### src/rtl/vend_ctrl_if.sv
// ----------------------------------------------------------------------------
// vend_ctrl_if
// Coin-slot handshake bundle between the coin acceptor front-ends (master)
// and the vend controller (slave).
//
// Signals:
//   coin_req [1:0]  per-slot coin-present request (slot A = bit 0, B = bit 1)
//   coin_a   [1:0]  slot A coin code
//   coin_b   [1:0]  slot B coin code
//   cancel          refund request
//   coin_ack [1:0]  one-hot grant back to the front-ends (combinational)
// ----------------------------------------------------------------------------
interface vend_ctrl_if;
  logic [1:0] coin_req;
  logic [1:0] coin_a;
  logic [1:0] coin_b;
  logic       cancel;
  logic [1:0] coin_ack;

  modport master (
    output coin_req,
    output coin_a,
    output coin_b,
    output cancel,
    input  coin_ack
  );

  modport slave (
    input  coin_req,
    input  coin_a,
    input  coin_b,
    input  cancel,
    output coin_ack
  );
endinterface

### src/rtl/vend_ctrl.sv
// ----------------------------------------------------------------------------
// vend_ctrl
// Coin-vend controller: round-robin arbitration of two coin slots into one
// credit accumulator, then sequencing of item dispense and change return.
//
// Ports:
//   clk           system clock, rising edge
//   reset         asynchronous reset, active low
//   coin          vend_ctrl_if.slave (coin_req, coin_a, coin_b, cancel, coin_ack)
//   dispense      one-cycle item-release pulse
//   change_pulse  one pulse per 5 units of change returned
//   busy          high whenever the controller is outside COLLECT
//   credit        current credit register
//
// Optional feature: define IDLE_REFUND_EN to refund all credit after TIMEOUT
// idle cycles in COLLECT. Without it, TIMEOUT is unused and credit is held
// indefinitely.
//
// State table:
//   state      | meaning
//   S_COLLECT  | accepting coins, waiting for credit >= PRICE or cancel
//   S_DISPENSE | one cycle, item release; PRICE deducted on exit
//   S_CHANGE   | returning change, 5 units per cycle until credit is 0
// ----------------------------------------------------------------------------
module vend_ctrl #(
  parameter int PRICE    = 15,
  parameter int CREDIT_W = 6,
  parameter int TIMEOUT  = 100
) (
  input  logic                clk,
  input  logic                reset,
  vend_ctrl_if.slave          coin,
  output logic                dispense,
  output logic                change_pulse,
  output logic                busy,
  output logic [CREDIT_W-1:0] credit
);

  typedef enum logic [1:0] {
    S_COLLECT  = 2'd0,
    S_DISPENSE = 2'd1,
    S_CHANGE   = 2'd2
  } state_t;

  localparam logic [CREDIT_W-1:0] PRICE_C = CREDIT_W'(PRICE);
  localparam logic [CREDIT_W-1:0] FIVE_C  = CREDIT_W'(5);

  state_t              r_state;
  logic                r_last;       // slot accepted most recently (0 = A, 1 = B)
  logic [CREDIT_W-1:0] r_credit;
  logic                r_dispense;
  logic                r_change;
  logic                r_busy;

  logic [1:0]          w_grant;
  logic [1:0]          w_code;
  logic [CREDIT_W-1:0] w_value;
  logic [CREDIT_W-1:0] w_sum;
  logic                w_accept;

`ifdef IDLE_REFUND_EN
  localparam int IDLE_W = (TIMEOUT > 1) ? $clog2(TIMEOUT) : 1;
  localparam logic [IDLE_W-1:0] IDLE_LOAD = IDLE_W'(TIMEOUT - 1);
  // Down-counter: terminal count 0 marks the TIMEOUT-th idle cycle.
  logic [IDLE_W-1:0] r_idle;
`endif

  // Grant only in COLLECT and never while cancel is high. With both slots
  // requesting, the slot that did not win last time gets the grant.
  always_comb begin
    w_grant = 2'b00;
    if (r_state == S_COLLECT && !coin.cancel) begin
      case (coin.coin_req)
        2'b01:   w_grant = 2'b01;
        2'b10:   w_grant = 2'b10;
        2'b11:   w_grant = r_last ? 2'b01 : 2'b10;
        default: w_grant = 2'b00;
      endcase
    end
  end

  always_comb begin
    w_code = w_grant[1] ? coin.coin_b : coin.coin_a;
    case (w_code)
      2'b01:   w_value = CREDIT_W'(5);
      2'b10:   w_value = CREDIT_W'(10);
      2'b11:   w_value = CREDIT_W'(25);
      default: w_value = '0;
    endcase
  end

  assign w_accept      = |w_grant;
  assign w_sum         = r_credit + w_value;
  assign coin.coin_ack = w_grant;

  always_ff @(posedge clk or negedge reset) begin
    if (!reset) begin
      r_state    <= S_COLLECT;
      r_last     <= 1'b1;          // "B last" so that A wins the first tie
      r_credit   <= '0;
      r_dispense <= 1'b0;
      r_change   <= 1'b0;
      r_busy     <= 1'b0;
`ifdef IDLE_REFUND_EN
      r_idle     <= IDLE_LOAD;
`endif
    end else begin
`ifdef IDLE_REFUND_EN
      // Reloads on every path except a genuine idle cycle below.
      r_idle <= IDLE_LOAD;
`endif
      case (r_state)
        S_COLLECT: begin
          if (coin.cancel) begin
            if (r_credit != '0) begin
              r_state  <= S_CHANGE;
              r_change <= 1'b1;
              r_busy   <= 1'b1;
            end
          end else if (w_accept) begin
            r_credit <= w_sum;
            r_last   <= w_grant[1];
            if (w_sum >= PRICE_C) begin
              r_state    <= S_DISPENSE;
              r_dispense <= 1'b1;
              r_busy     <= 1'b1;
            end
          end
`ifdef IDLE_REFUND_EN
          else if (r_credit != '0) begin
            if (r_idle == '0) begin
              r_state  <= S_CHANGE;
              r_change <= 1'b1;
              r_busy   <= 1'b1;
            end else begin
              r_idle <= r_idle - 1'b1;
            end
          end
`endif
        end

        S_DISPENSE: begin
          r_credit   <= r_credit - PRICE_C;
          r_dispense <= 1'b0;
          if (r_credit != PRICE_C) begin
            r_state  <= S_CHANGE;
            r_change <= 1'b1;
            r_busy   <= 1'b1;
          end else begin
            r_state <= S_COLLECT;
            r_busy  <= 1'b0;
          end
        end

        S_CHANGE: begin
          r_credit <= r_credit - FIVE_C;
          // Leave on the edge where credit reaches zero: N*5 -> N pulses.
          if (r_credit == FIVE_C) begin
            r_state  <= S_COLLECT;
            r_change <= 1'b0;
            r_busy   <= 1'b0;
          end
        end

        default: begin
          r_state    <= S_COLLECT;
          r_credit   <= '0;
          r_dispense <= 1'b0;
          r_change   <= 1'b0;
          r_busy     <= 1'b0;
        end
      endcase
    end
  end

  assign dispense     = r_dispense;
  assign change_pulse = r_change;
  assign busy         = r_busy;
  assign credit       = r_credit;

endmodule

### src/flat_wrapper.sv
// flat-port wrapper written by rule: the top's interface ports become plain ports
module vend_ctrl_flat 
#(
  parameter int PRICE    = 15,
  parameter int CREDIT_W = 6,
  parameter int TIMEOUT  = 100
)
  (clk, reset, dispense, change_pulse, busy, credit, coin_coin_req, coin_coin_a, coin_coin_b, coin_cancel, coin_coin_ack);
  vend_ctrl_if coin_i ();
  input  logic clk;
  input  logic reset;
  output logic dispense;
  output logic change_pulse;
  output logic busy;
  output logic [CREDIT_W-1:0] credit;
  input wire logic [$bits(coin_i.coin_req)-1:0] coin_coin_req;
  input wire logic [$bits(coin_i.coin_a)-1:0] coin_coin_a;
  input wire logic [$bits(coin_i.coin_b)-1:0] coin_coin_b;
  input wire logic [$bits(coin_i.cancel)-1:0] coin_cancel;
  output wire logic [$bits(coin_i.coin_ack)-1:0] coin_coin_ack;
  assign coin_i.coin_req = coin_coin_req;
  assign coin_i.coin_a = coin_coin_a;
  assign coin_i.coin_b = coin_coin_b;
  assign coin_i.cancel = coin_cancel;
  assign coin_coin_ack = coin_i.coin_ack;
  vend_ctrl #(.PRICE(PRICE), .CREDIT_W(CREDIT_W), .TIMEOUT(TIMEOUT)) u_core (.clk(clk), .reset(reset), .coin(coin_i), .dispense(dispense), .change_pulse(change_pulse), .busy(busy), .credit(credit));
endmodule
### config.mk
export PLATFORM = sky130hd
export DESIGN_NAME = vend_ctrl_flat
export DESIGN_NICKNAME = d
export VERILOG_FILES = /design/src/rtl/vend_ctrl_if.sv /design/src/rtl/vend_ctrl.sv /design/src/flat_wrapper.sv
export SDC_FILE = /design/constraint.sdc
export NUM_CORES = 1
export LEC_CHECK = 0
export ABC_AREA = 1
export CAP_MARGIN = 20
export CORE_MARGIN = 2
export CORE_UTILIZATION = 44
export DETAILED_ROUTE_END_ITERATION = 10
export HOLD_SLACK_MARGIN = 0.02
export PLACE_DENSITY = 0.69
export SETUP_SLACK_MARGIN = 0.1
export SLEW_MARGIN = 10
export SYNTH_ARGS = -nofsm -noshare
export SYNTH_HDL_FRONTEND = slang
export SYNTH_SLANG_ARGS = --single-unit
### constraint.sdc
create_clock -name clk -period 5.45 [get_ports clk]
set_clock_uncertainty 0.15 [all_clocks]
set_input_delay 0.8175 -clock clk [delete_from_list [all_inputs] [get_ports clk]]
set_output_delay 0.8175 -clock clk [all_outputs]
set_load 0.02 [all_outputs]
==> impl_metrics.tcl <==
set metrics [dict create \
    cts_tree "built" \
    drt-wirelength-per-cell_um 12.4 \
    avgSynthCellArea_um2 6.98 \
    seq_area_frac_synth_pct 25.9 \
    rows 18 \
    rrSetupSlack_ns 2.39 \
    synth_edf_count 0 \
    p_total_w 0.000876 \
    synth_largest_area_cell "dfrtp_1" \
    ant_nets 0 \
    numClockSinks 12 \
    synth_cells 167 \
    wl_um 2730 \
    grt_first_pass_wirelength_um 4690 \
    rsz0062_at_grt "false" \
    endpoint_kind "register" \
    fin_crit_sh_pct 61.3 \
    yosysWarnings 0 \
    grt_pass1_vias 1050 \
    syn_to_final_growth_pct 22.6 \
    synth.net_count 186 \
    ios 20 \
    dpl.hpwl_um 2260 \
    cp.arrival_ns 3.35 \
    critPathTopFamily "adder cells" \
    dieWidth_um 55.5 \
    drive_above_1_share_pct 9.47 \
    fin_crit_ns 3.34 \
    crit_chain "clkdlybuf4s50_1 > nor2_8 > nand3_4 > inv_2 > o21ai_0 > ha_1 > fa_1 > nand2_1 > nor2_1 > nand3_1 > nand3_1 > o21bai_4 > nand2_4 > nand3_1 > nand2_1" \
    synthDistinctLibCells 31 \
    grt_usage_pct 18.5 \
    hold_viol_final 0 \
    worst_r2r_startpoint "u_core.r_state[1]" \
    placed_cells 216 \
    powerDensity_mw_per_mm2 612 \
    insertion_delay_ns 0.27 \
    required_ns 5.46 \
    async_reset_ff_share_pct 100 \
    hold_buffers 0 \
    ys.flop_type "dfrtp_1" \
    final_cell_mix "45 x nand2_1, 24 x inv_1, 19 x clkdlybuf4s50_1" \
    syn_area_mm2 0.00117 \
    overflow 0 \
    antenna_found_initial 0 \
    r2r-end "u_core.dispense" \
    fin_util_pct 57.2 \
    power.leakage_nw 0.713 \
    root_buffer "clkbuf_4" \
    setup_violations 0 \
    initial_core_util_pct 46.6 \
    die_h_um 55.5 \
    crit_buf_inv 2 \
    drcViolationCount 0 \
    ys_ff_latch 12 \
    max_stage_delay_ns 0.58 \
    placed_area_mm2 0.00139 \
    synth.area.top_cells "dfrtp_1 24%, nand2_1 14%, ha_1 9.7%, inv_1 7.7%, nand3_1 6.4%" \
    min-delay-start "u_core.busy" \
    drv_cap 0 \
    holdPathEnd "u_core.busy" \
    dr.pass1.iters 4 \
    place.gp.congestion 0.943 \
    critPathMostFrequentCell "nand3_1" \
    via_count 1170 \
    synth_top_area_share_pct 23.6 \
    core-area_mm2 0.00250 \
    first_iter_violations 43 \
    cts_buffer_depth 2 \
    drt-vias-per-instance 5.32 \
    cts-buffers-inserted 3 \
    n_fill_cell 252 \
    max_freq_ghz 0.299 \
    slowest_stage "clkdlybuf4s50_1" \
    hold_path.class "register to register" \
    r2r_cells 17 \
    clk_pin_slew_worst_paths_ns 0.08 \
    vdd_drop_max_uv 349 \
    fin_setup_tns_ns 0 \
    whs_path_depth 2 \
    htreeDepth 1 \
    regArea_um2 302 \
    relSlewSlack_pct 63.9 \
    cp-start-kind "primary input" \
    layout_commonest_cell "nand2_1" \
    dieArea_mm2 0.00308 \
    slew_violations 0 \
    stdcell_count 220 \
    diodes 0 \
    critPathKind "primary input to register" \
    stdcell_area_mm2 0.00143 \
    status "completed" \
    cp_max_fo 4 \
    worstMarginPinSlew_ns 0.540 \
    io_buffers 19 \
    grt_max_degree 13 \
    multi_input_area_um2 758 \
    post-cts-setup-buffers 0 \
    ctsResizeCount 0 \
    nNetsFinal 210 \
]
worst register-to-register path: cells and delay by family (launching register included):
kind | cells | cell delay [ns]
adders and majority gates | 2 | 0.76
and+or+nand+nor | 11 | 1.09
AOI/OAI and AO/OA | 2 | 0.30
DFF | 1 | 0.46
buffers and inverters | 2 | 0.20
power by group:
group | internal (W) | switching, W
Sequential | 0.000135 | 0.0000662
Clock | 0.0000406 | 0.0000310
Combinational | 0.000243 | 0.000359
Yosys cell counts (2+ instances only):
master    number
o21ai_0       12
nor2_1        12
dfrtp_1       11
inv_1         24
o221ai_1       3
nand4_1        3
nor3_1         2
o22ai_1        2
inv_4          2
nand3_1       15
ha_1           9
a31oi_1        2
nand3_4        2
nand2_1       45
a21oi_1        7
state kept, by name (all words and copies together), names as in the netlist:
register	cells
u_core.dispense	1
u_core.credit	6
u_core.change_pulse	1
u_core.r_last	1
u_core.r_state	2
u_core.busy	1
worst max path at each step:
stage                     start  slack, ns  cells past startpoint         endpoint
finish              coin_cancel       2.11                     15  u_core.dispense
CTS                 coin_cancel       2.11                     15  u_core.dispense
global route        coin_cancel       1.90                     18  u_core.dispense
detailed placement  coin_cancel       1.82                     15  u_core.dispense
floorplan           coin_cancel       2.55                     14  u_core.dispense
global placement    coin_cancel       1.89                     15  u_core.dispense
through the flow:
stage | hold WS [ns] | setup slack (ns)
6_report | 0.334 | 2.11
5_1_grt | 0.386 | 1.90
4_1_cts | 0.339 | 2.11
3_5_place_dp | 0.318 | 1.82
3_3_place_gp | 0.314 | 1.89
2_1_floorplan | 0.329 | 2.55
final cells by class:
cell class | count | area share (%)
repair buffers | 19 | 13.3
flip-flops and latches | 12 | 21.1
well taps | 30 | 2.62
multi-input cells | 128 | 53.0
clock buffers | 4 | 2.54
inverters | 27 | 7.44
layer usage:
metal  share of wire (%)  vias to the layer above  track usage, %
met5                   0                        -               0
met4                0.26                        0            5.57
met3                 5.2                        2            1.87
met2                  48                       37            30.1
met1                  46                      531            25.9
li1                    -                      600               -
cells by family (layout without fill, tap and decap cells):
logic type      after synthesis  count (layout)  synth area share [%]
flops                        12              12                  25.9
fa+ha+maj                    10              10                  11.4
simple gates                 86              86                  36.2
buf+inv                      27              50                  9.12
compound gates               32              32                  17.5
No activity file was read; power rests on OpenSTA's default activity.
